$ cat config.mk
export PLATFORM = sky130hd
export DESIGN_NAME = byte_bank_ctrl
export DESIGN_NICKNAME = d
export VERILOG_FILES = /design/src/rtl/byte_bank_ctrl.sv
export SDC_FILE = /design/constraint.sdc
export NUM_CORES = 1
export LEC_CHECK = 0
export BUFFER_PORTS_ARGS = -buffer_cell sky130_fd_sc_hd__buf_2
export CAP_MARGIN = 0
export CORE_UTILIZATION = 47
export CTS_CLUSTER_SIZE = 16
export DETAILED_ROUTE_END_ITERATION = 10
export HOLD_SLACK_MARGIN = 0.08
export PLACE_DENSITY = 0.91
export SLEW_MARGIN = 10
export SYNTH_ARGS = -nofsm -noshare
export SYNTH_HDL_FRONTEND = slang
export SYNTH_SLANG_ARGS = --single-unit
export TNS_END_PERCENT = 1
$ cat constraint.sdc
create_clock -name clk -period 2.95 [get_ports clk]
set_input_delay 0.295 -clock clk [delete_from_list [all_inputs] [get_ports clk]]
set_output_delay 0.295 -clock clk [all_outputs]
set_load 0.02 [all_outputs]
$ cat src/rtl/byte_bank_ctrl.sv
// -----------------------------------------------------------------------------
// byte_bank_ctrl
//   Shares a bank of DEPTH level-sensitive byte cells between two requesters
//   (A and B). Requests are arbitrated round-robin in IDLE. A write is
//   sequenced as setup/strobe/hold so mem_data is stable on both edges of the
//   one-hot store pulse. A read registers the selected cell output into the
//   owner's rdata. The byte cells themselves live outside this block.
//
//   Handshake: req_x is a level held by the requester until it sees ack_x.
//   gnt_x is high from the cycle after the grant edge through the ack cycle.
//   ack_x is a single-cycle completion pulse. A req still high in the IDLE
//   cycle after ack is a new transaction. Requests are only looked at in IDLE.
//
// Ports
//   clk, reset            clock; asynchronous active-high reset
//   req_a/b, we_a/b       request level and write(1)/read(0) select
//   addr_a/b, wdata_a/b   cell index and write byte, sampled at grant
//   gnt_a/b, ack_a/b      grant (whole transaction) and completion pulse
//   rdata_a/b             last read result per port
//   mem_data, mem_store   byte and one-hot store strobes to the cell array
//   mem_q                 concatenated cell outputs, cell i at [8*i+7:8*i]
//   busy                  high whenever the FSM is not IDLE
//   state_dbg             current FSM state encoding
// -----------------------------------------------------------------------------
module byte_bank_ctrl #(
   parameter int DEPTH  = 4,
   parameter int ADDR_W = 2
) (
   input  logic                 clk,
   input  logic                 reset,
   input  logic                 req_a,
   input  logic                 req_b,
   input  logic                 we_a,
   input  logic                 we_b,
   input  logic [ADDR_W-1:0]    addr_a,
   input  logic [ADDR_W-1:0]    addr_b,
   input  logic [7:0]           wdata_a,
   input  logic [7:0]           wdata_b,
   output logic                 gnt_a,
   output logic                 gnt_b,
   output logic                 ack_a,
   output logic                 ack_b,
   output logic [7:0]           rdata_a,
   output logic [7:0]           rdata_b,
   output logic [7:0]           mem_data,
   output logic [DEPTH-1:0]     mem_store,
   input  logic [8*DEPTH-1:0]   mem_q,
   output logic                 busy,
   output logic [2:0]           state_dbg
);

   typedef enum logic [2:0] {
      IDLE   = 3'd0,
      SETUP  = 3'd1,
      STROBE = 3'd2,
      HOLD   = 3'd3,
      READ   = 3'd4,
      ACK    = 3'd5
   } state_t;

   state_t              state;
   state_t              state_nx;
   logic                owner_b;
   logic                last_b;
   logic [ADDR_W-1:0]   addr_r;
   logic [7:0]          wdata_r;
   logic                grant;
   logic                grant_b;
   logic [7:0]          rd_byte;

   // Round-robin: on a tie, serve the port that was not granted last.
   assign grant   = req_a | req_b;
   assign grant_b = req_b & (~req_a | ~last_b);

   // Selected cell output; addr_r * 8 formed by concatenation.
   assign rd_byte = mem_q[{addr_r, 3'b000} +: 8];

   always_comb begin
      state_nx = state;
      case (state)
         IDLE: begin
            // The write/read choice is carried by the state itself, so the
            // owner's we needs no register of its own.
            if (grant) begin
               if (grant_b ? we_b : we_a) state_nx = SETUP;
               else                       state_nx = READ;
            end
         end
         SETUP:   state_nx = STROBE;
         STROBE:  state_nx = HOLD;
         HOLD:    state_nx = ACK;
         READ:    state_nx = ACK;
         ACK:     state_nx = IDLE;
         default: state_nx = IDLE;
      endcase
   end

   always_ff @(posedge clk or posedge reset) begin
      if (reset) state <= IDLE;
      else       state <= state_nx;
   end

   always_ff @(posedge clk or posedge reset) begin
      if (reset) begin
         owner_b <= 1'b0;
         last_b  <= 1'b1;
         addr_r  <= '0;
         wdata_r <= '0;
      end else if (state == IDLE && grant) begin
         owner_b <= grant_b;
         last_b  <= grant_b;
         addr_r  <= grant_b ? addr_b  : addr_a;
         wdata_r <= grant_b ? wdata_b : wdata_a;
      end
   end

   // Read result is captured on the READ->ACK edge; the other port keeps its value.
   always_ff @(posedge clk or posedge reset) begin
      if (reset) begin
         rdata_a <= '0;
         rdata_b <= '0;
      end else if (state == READ) begin
         if (owner_b) rdata_b <= rd_byte;
         else         rdata_a <= rd_byte;
      end
   end

   // All outputs decode from registered state only.
   always_comb begin
      busy      = (state != IDLE);
      gnt_a     = busy & ~owner_b;
      gnt_b     = busy &  owner_b;
      ack_a     = (state == ACK) & ~owner_b;
      ack_b     = (state == ACK) &  owner_b;
      mem_data  = '0;
      mem_store = '0;
      if (state == SETUP || state == STROBE || state == HOLD) mem_data = wdata_r;
      if (state == STROBE) mem_store = DEPTH'(1) << addr_r;
      state_dbg = state;
   end

endmodule

-- Yosys cells after proc, flatten, opt, wreduce, memory -nomap -nowiden
Index checks and enable logic that the tools add are counted.
- bits of input ports: 58
- logic and storage cells: 41
- output and inout bits: 36
- register bits: 31
- shift operators: 2
- equality and inequality tests: 6
- bitwise gates (word level): 10
- reduce and logical (&&, ||, !) cells: 8
- multiplexer cells: 8
- operators by type and width (operator ; count):
    $shiftx 32x6->8 ; 1
    $mux 8 ; 2
    $pmux 3 s4 ; 1
    $eq 3x2->1 const B ; 2
    $eq 3x3->1 const B ; 2
    $mux 3 ; 2
    $and 1x1->1 ; 5
    $mux 4 ; 1
    $reduce_and 2->1 ; 2
    $shl 1x2->4 const A ; 1
    $eq 3x1->1 const B ; 1
    $logic_not 3->1 ; 1
    $not 1->1 ; 3
    $reduce_bool 3->1 ; 1
    $logic_or 1x1->1 ; 2
    $mux 2 ; 1
    $ne 2x2->1 const B ; 1
    $or 1x1->1 ; 2
    $reduce_or 2->1 ; 1
    $logic_and 1x1->1 ; 1
    $mux 1 ; 1

-- Depth between registers and ports, before layout
Gate-level depths: netlist (run 1).
- depth in word-level cells: 7
- depth in mapped cells: 4
- gate-level depth less buffers: 3

-- Worst setup path before layout (run 1)
No wires, ideal clock.
- kind: reg2out
- from: reg state[2], in the netlist state_dbg[2]
- to: out mem_store[2]
- setup slack: 1145 ps
- data required time: 2655 ps
- path buffers: 1
- cell stages (with the launch flop): 3
- arrival time: 1510 ps
- cell sequence: dfrtp_1 -> clkbuf_1 -> nor4b_1
- cells in the longest elaborated chain, start to end: 2
- ends and longest elaborated chain (item ; RTL line ; RTL):
    start: declaration ; 61 ; state_t state;
    start signal: assignment ; 100 ; else state <= state_nx;
    $eq 3x2->1 ; 138 ; if (state == STROBE) mem_store = DEPTH'(1) << addr_r;
    $mux 4 ; 138 ;
    end: declaration ; 46 ; output logic [DEPTH-1:0] mem_store,
Every way passes these cells.

-- Worst setup path in the final report (run 1)
- from: reg state[0], in the netlist state_dbg[0]
- to: out mem_data[5]
- cells in the longest elaborated chain, start to end: 4
- elaborated cells on any way between the ends: 6
- classes of those cells: eq/ne: 3; mux: 1; reduce/logical: 2
- ends and longest elaborated chain (item ; RTL line ; RTL):
    $eq 3x1->1 or $eq 3x2->1 (tied branches) ; 137 ; if (state == SETUP || state == STROBE || state == HOLD) mem_data = wdata_r;
    $logic_or 1x1->1 ; 137 ;
    $logic_or 1x1->1 (*) ; 137 ;
    $mux 8 (*) ; 137 ;
    end: declaration ; 45 ; output logic [7:0] mem_data,
Every way passes the cells marked *; elsewhere a longest branch is shown, timed or not.

==> results by group, run 1 <==
Run status
  – Status: finished, final reports clean

Detailed routing
  – Starting DRT DRC Count: 20
  – DRT Pass-1 Iters: 4
  – ANT nets after route: 0
  – Residual DRC: 0
  – DR WL/cell: 13.9 um
  – Vias per inst: 5.24
  – Detailed-route via count: 1399
  – Wirelength, routed: 3.71 mm

Finish
  – Layout area overhead: 33.9%
  – Commonest non-fill, non-tap cell in the layout: buf_2
  – Proportion of layout cells with a drive suffix above 1: 67.9%
  – Net count, final: 278
  – Most frequent cells in the layout: 93 x buf_2, 35 x mux2_2, 30 x dfrtp_1, 9 x and2_1, 8 x mux4_2
  – Fill cells: 272
  – Diode count: 0

Clock network
  – CTS Hold Bufs: 0
  – Post-cts resize count: 0
  – Num CTS Buffers: 5
  – CTS Root Cell: clkbuf_4
  – Post-CTS Setup Bufs: 0
  – CTS clk-pin slew, worst paths: 0.10 ns
  – CTS sink cnt: 31
  – CTS Buffer Depth: 2
  – H-tree Lvls: 2
  – Worst skew pair latency: 0.33 ns
  – CTS tree: built

Worst setup path
  – R2R Path Start: addr_r[0]
  – Largest fanout on the critical path: 8
  – Worst Setup SP: state_dbg[0]
  – CP Capture Type: output pin
  – Critical-path cell list: or2_1, nor2b_1, and2_1, buf_2
  – Crit Path Class: flip-flop to output pin
  – Critical Path RT: 2.65 ns
  – Startpoint Class: flip-flop
  – Worst EP arrival: 1.86 ns
  – Critical Path Slowest Stage Cell: dfrtp_1
  – Max incr delay on CP: 0.46 ns

Logic synthesis
  – Ys Warns: 0
  – Post-Syn Nets: 181
  – Yosys cell types: 30
  – Post-synth design cell area: 1680 sq um
  – Register area share after synthesis: 46.3%
  – Cells after Synth: 123
  – Mean cell area of the mapped netlist: 13.6 sq um
  – Yosys reg bits: 31

Pwr
  – Pleak: 1.10 nW
  – Max VDD drop: 0.754 mV
  – Pwr dens: 1050 nW/um^2
  – Final total power: 2.36 mW

Global routing
  – Largest net degree at the start of global routing: 23
  – Initial antenna violation count: 0
  – First-pass GRT wire length: 5.26 mm
  – Gr ovfl total: 0
  – Vias in the first global route: 1226
  – Total Routing Usage GR: 19.6%

Floorplanning
  – I/O Pins: 94
  – CORE AREA: 3390 sq um
  – Chip Height: 61.7 um
  – Die area: 3810 sq um
  – Die Wd: 61.7 um
  – Starting density of the core: 49.5%
  – Row count: 21

Timing
  – Pins Over Slew Limit: 0
  – Unrepaired setup endpoints after global routing: false
  – Setup violations, final: 0
  – Tmin final: 2.16 ns
  – Final Hold Vio Count: 0
  – Slew headroom: 42.6%
  – Fin Setup TNS: 0 ns
  – Slew @ Worst Pin: 0.860 ns
  – Layout Skew: 0.0109 ns
  – Period utilization: 73.1%
  – Maximum clock frequency: 463 MHz

Placed design
  – GP Congestion: 0.778
  – DPL Wire Length: 2.85 mm
  – Port Buffer Count: 93

Run
  – MaxCap Viol Count: 0

Worst hold path
  – Hold Crit Class: primary input to async pin
==> state kept, by name, indices dropped and copies added, names as in the netlist <==
| name | count |
|---|---|
| wdata_r | 8 |
| state_dbg | 3 |
| owner_b | 1 |
| addr_r | 2 |
| rdata_a | 8 |
| rdata_b | 8 |
| last_b | 1 |
==> layout make-up <==
cell class / count / area (sq um) / area share [%]
well taps: 46 / 57.6 / 2.56
clock inverters: 1 / 5.00 / 0.223
inverters: 4 / 15.0 / 0.669
clock buffers: 7 / 45.0 / 2.01
flip-flops and latches: 31 / 777 / 34.6
multi-input cells: 82 / 857 / 38.2
repair buffers: 96 / 488 / 21.7
==> stage by stage <==
stage               setup slack [ns]  hold slack [ns]  util (%)  area [sq um]  std cells
floorplan                       1.15            0.365         -          1680        123
global placement                1.18            0.479      64.7          2190        259
detailed placement              1.10            0.486      64.7          2190        259
CTS                            0.717            0.136      66.2          2240        267
global route                   0.621            0.174      66.2          2240        267
finish                         0.792            0.128      66.2          2240        267
==> path summary, 6_finish.rpt <==
path / slack (ns) / to / cells after the start
setup / recovery: 0.79 / mem_data[5] / 4
hold / removal: 0.13 / addr_r[1] / 2
setup reg to reg: 1.17 / rdata_b[7] / 2
hold reg to reg: 0.51 / wdata_r[2] / 1
max in group asynchronous: 2.15 / rdata_b[7] / 3
min in group clk: 0.18 / last_b / 2
==> synth_stat cells (all sizes together) <==
cell    count  area share (%)
mux2       36              24
dfrtp      30              45
and2        9             3.4
mux4        8              11
inv         4            0.90
buf         3            0.90
clkbuf      3            0.75
nor2        3            0.82
nor3b       3             2.0
a21oi       2            0.60
a221oi      2             1.0
nand2       2            0.45
nand2b      2            0.75
nor2b       2            0.75
nor4b       2             1.0
o21ai       2            0.60
a21boi      1            0.45
a22o        1            0.52
a31oi       1            0.37
and4bb      1            0.75
dfstp       1             1.6
nor3        1            0.97
nor4        1            0.37
o32ai       1            0.52
or2         1            0.37
or2b        1            0.45
==> report_power, final <==
part	total (mW)	switching, mW	internal, mW
Combinational	1.27	0.648	0.622
Clock	0.230	0.137	0.0927
Sequential	0.860	0.215	0.645
Total	2.36	1.00	1.36
==> routing by layer <==
metal / track usage [%] / up-vias / wire length [um]
met5: 0 / - / 0
met4: 6.98 / 0 / 40
met1: 22.3 / 669 / 1520
met2: 34.6 / 71 / 1870
li1: - / 653 / -
met3: 6.21 / 6 / 276
==> logic make-up after synthesis <==
kind of cell	synth area share, %
mux	34.9
flops	46.3
simple gates	12.1
compound gates	4.11
buf+inv	2.54
==> critical path, delay by kind of cell (launching register included) <==
family / cells / cell delay, ns
flops: 1 / 0.46
buf+inv: 1 / 0.16
simple gates: 3 / 0.92
Note: power is estimated with default switching activity, not from simulation.
==> inputs of run 2 (changes only) <==
ABC_AREA = 1   (was unset)
CORE_UTILIZATION = 41   (was 47)
PLACE_DENSITY = 0.83   (was 0.91)
clock period = 1.89 ns   (was 2.95 ns; I/O delays follow)
==> results by group, run 2 <==
Clock network
  – CTS Buffer Depth: 2 (unchanged)
  – CTS Root Cell: clkbuf_8 (was clkbuf_4)
  – CTS clk-pin slew, worst paths: 0.06 ns (was 0.10 ns)
  – Num CTS Buffers: 5 (unchanged)
  – H-tree Lvls: 2 (unchanged)
  – CTS tree: built (unchanged)
  – Worst skew pair latency: 0.28 ns (was 0.33 ns)
  – Post-CTS Setup Bufs: 0 (unchanged)
  – CTS sink cnt: 31 (unchanged)

Worst setup path
  – Critical Path Slowest Stage Cell: dfrtp_2 (was dfrtp_1)
  – Largest fanout on the critical path: 19 (was 8)
  – Critical Path RT: 1.70 ns (was 2.65 ns)
  – R2R Path Start: state_dbg[0] (was addr_r[0])
  – Reg-to-reg endpoint: addr_r[0] (was rdata_b[7])
  – Critical-path cell list: inv_2, nor3_1, buf_2 (was or2_1, nor2b_1, and2_1, buf_2)
  – Worst EP arrival: 1.48 ns (was 1.86 ns)
  – Register-to-register setup slack: 0.37 ns (was 1.17 ns)
  – CP Capture Type: output pin (unchanged)
  – WP buf/inv: 2 (was 1)
  – Max incr delay on CP: 0.57 ns (was 0.46 ns)
  – FF-to-FF path depth: 5 (was 2)
  – Startpoint Class: flip-flop (unchanged)
  – Crit Path Class: flip-flop to output pin (unchanged)
  – Largest delay share family, worst path: flip-flops (was simple AND/OR/NAND/NOR gates)
  – Worst Setup SP: addr_r[1] (was state_dbg[0])

Detailed routing
  – ANT nets after route: 0 (unchanged)
  – Starting DRT DRC Count: 98 (was 20)
  – Wirelength, routed: 4.68 mm (was 3.71 mm)
  – DRT Pass-1 Iters: 4 (unchanged)
  – DR WL/cell: 11.9 um (was 13.9 um)
  – Residual DRC: 0 (unchanged)
  – Detailed-route via count: 1937 (was 1399)
  – Vias per inst: 4.94 (was 5.24)

Logic synthesis
  – Register area share after synthesis: 42.9% (was 46.3%)
  – Yosys reg bits: 31 (unchanged)
  – Post-Syn Nets: 306 (was 181)
  – Mean cell area of the mapped netlist: 7.31 sq um (was 13.6 sq um)
  – Cells after Synth: 248 (was 123)
  – Post-synth EDFFs: 0 (unchanged)
  – Top cells by count, synth: 98 x nand2_1, 38 x nand3_1, 30 x dfrtp_1 (was 35 x mux2_2, 30 x dfrtp_1, 9 x and2_1)
  – Ys Warns: 0 (unchanged)
  – Top cells by area, synth: dfrtp_1 41%, nand2_1 20%, nand3_1 10%, o21ai_2 5.3%, inv_1 3.5% (was dfrtp_1 45%, mux2_2 24%, mux4_2 11%, and2_1 3.4%, dfstp_2 1.6%)
  – Yosys top cell by area: dfrtp_1 (unchanged)
  – Yosys cell types: 19 (was 30)
  – Async SR Flop Fraction: 100% (unchanged)
  – Post-synth design cell area: 1810 sq um (was 1680 sq um)
  – Ys flop type: dfrtp_1 (unchanged)
  – Most frequent cell after synthesis: nand2_1 (was mux2_2)
  – Top-area cell type share of the netlist area: 41.4% (was 44.8%)

Pwr
  – Max VDD drop: 0.854 mV (was 0.754 mV)
  – Pwr dens: 1710 nW/um^2 (was 1050 nW/um^2)
  – Clock power share: 16.4% (was 9.8%)
  – Logic gate share of total power: 52.4% (was 53.8%)
  – Internal Power: 2.13 mW (was 1.36 mW)
  – Switch share: 48.1% (was 42.4%)
  – Sequential share of power: 31.3% (was 36.4%)
  – Pleak: 1.36 nW (was 1.10 nW)
  – NetSw: 1.97 mW (was 1.00 mW)

Finish
  – Net count, final: 399 (was 278)
  – Multi-input gate area in the final layout: 876 sq um (was 857 sq um)
  – Most frequent cells in the layout: 98 x nand2_1, 93 x buf_2, 38 x nand3_1, 28 x dfrtp_1, 17 x inv_1 (was 93 x buf_2, 35 x mux2_2, 30 x dfrtp_1, 9 x and2_1, 8 x mux4_2)
  – Commonest non-fill, non-tap cell in the layout: nand2_1 (was buf_2)
  – Biggest regs: rdata_a (8), rdata_b (8), wdata_r (8) (unchanged)
  – Fill cells: 377 (was 272)
  – Diode count: 0 (unchanged)
  – Register area: 779 sq um (was 777 sq um)
  – Final Non-Filler Cells: 392 (was 267)
  – Layout area overhead: 32.7% (was 33.9%)
  – Proportion of layout cells with a drive suffix above 1: 37.1% (was 67.9%)

Global routing
  – Initial antenna violation count: 0 (unchanged)
  – Total Routing Usage GR: 20.8% (was 19.6%)
  – Vias in the first global route: 1649 (was 1226)
  – First-pass GRT wire length: 7.03 mm (was 5.26 mm)
  – Largest net degree at the start of global routing: 32 (was 23)
  – Gr ovfl total: 0 (unchanged)

Timing
  – Unrepaired setup endpoints after global routing: false (unchanged)
  – Tmin final: 1.67 ns
  – Layout Skew: 0.00579 ns (was 0.0109 ns)
  – Pins Over Slew Limit: 0 (unchanged)
  – Period utilization: 88.2%
  – Slew @ Worst Pin: 0.576 ns (was 0.860 ns)
  – Worst Setup Slack, final: 0.223 ns (was 0.792 ns)
  – Fin Setup TNS: 0 ns (unchanged)
  – Slew headroom: 61.5% (was 42.6%)
  – Final Hold Vio Count: 0 (unchanged)
  – Setup violations, final: 0 (unchanged)
  – Maximum clock frequency: 600 MHz

Floorplanning
  – CORE AREA: 4120 sq um (was 3390 sq um)
  – I/O Pins: 94 (unchanged)
  – Die area: 4690 sq um (was 3810 sq um)
  – Row count: 23 (was 21)
  – Starting density of the core: 44.0% (was 49.5%)
  – Chip Height: 68.5 um (was 61.7 um)
  – Die Wd: 68.5 um (was 61.7 um)

Run
  – MaxCap Viol Count: 0 (unchanged)

Placed design
  – GP Congestion: 0.804 (was 0.778)
  – DPL Wire Length: 3.49 mm (was 2.85 mm)
  – Placed instance count: 383 (was 259)
  – Pre-CTS WS: 0.339 ns (was 1.10 ns)
  – Port Buffer Count: 93 (unchanged)

Worst hold path
  – Hold Crit Class: primary input to flip-flop (was primary input to async pin)
  – Hold_sp: wdata_b[0]
  – Hold endpoint: wdata_r[0]
  – Hold Path Depth: 5

Run status
  – Status: finished, final reports clean (unchanged)
run 2: stage by stage:
stage | instance area (sq um) | hold WS [ns] | power (mW) | utilization [%]
global placement | 2270 | 0.285 | 3.37 | 55.3
CTS | 2400 | 0.187 | 4.13 | 58.4
detailed placement | 2270 | 0.291 | 3.43 | 55.3
global route | 2400 | 0.191 | 4.44 | 58.4
floorplan | 1810 | 0.292 | 2.90 | -
finish | 2400 | 0.194 | 4.10 | 58.4
run 2: cell families (layout without fill, tap and decap cells):
kind of cell	Yosys count	after routing	share of synthesized area [%]
compound gates	14	14	6.15
buf+inv	31	125	8.77
flops	31	31	42.9
simple gates	172	172	42.2
run 2: power groups by stage:
stage	clock network, mW	logic [mW]	registers (mW)
2_1_floorplan	0	1.48	1.41
3_3_place_gp	0	2.10	1.27
3_5_place_dp	0	2.15	1.28
4_1_cts	0.689	2.16	1.27
5_1_grt	0.718	2.39	1.32
6_report	0.672	2.15	1.28
run 2: routing by layer:
layer | part of all wire [%] | vias up | GRT usage (%)
met1 | 43 | 849 | 23.5
met2 | 47 | 100 | 36.9
met4 | 1.5 | 0 | 9.38
met5 | 0 | - | 0
met3 | 9.3 | 8 | 4.83
li1 | - | 980 | -
run 2: worst max path at each step:
| stage | endpoint | slack (ns) | depth (start not counted) |
|---|---|---|---|
| final | mem_store[2] | 0.22 | 3 |
| after global routing | mem_store[1] | 0.03 | 5 |
| after floorplan | mem_store[0] | 0.31 | 4 |
| after CTS | mem_store[3] | 0.02 | 3 |
| after detailed placement | mem_store[1] | 0.34 | 3 |
| after global placement | mem_store[1] | 0.35 | 3 |
run 2: worst register-to-register path, cell delays in order (launching register included):
cell     delay [ns]
dfrtp_1        0.46
nor2_4         0.18
nand2_2        0.11
nor2_4         0.47
nand2_1        0.16
o21ai_2        0.08
run 2: what timing repair did:
item,4_1_cts,5_1_grt
hold buffers,1,0
endpoints found under the hold margin,30,0
endpoints found under the setup margin,0,3
resized for setup,0,2
run 2: final cells by class:
type / count / area share [%]
multi-input combinational: 186 / 36.4
clock buffer: 6 / 3.43
timing repair buffer: 96 / 20.4
tap: 50 / 2.60
inverter: 21 / 3.28
sequential: 31 / 32.4
clock inverter: 2 / 1.46
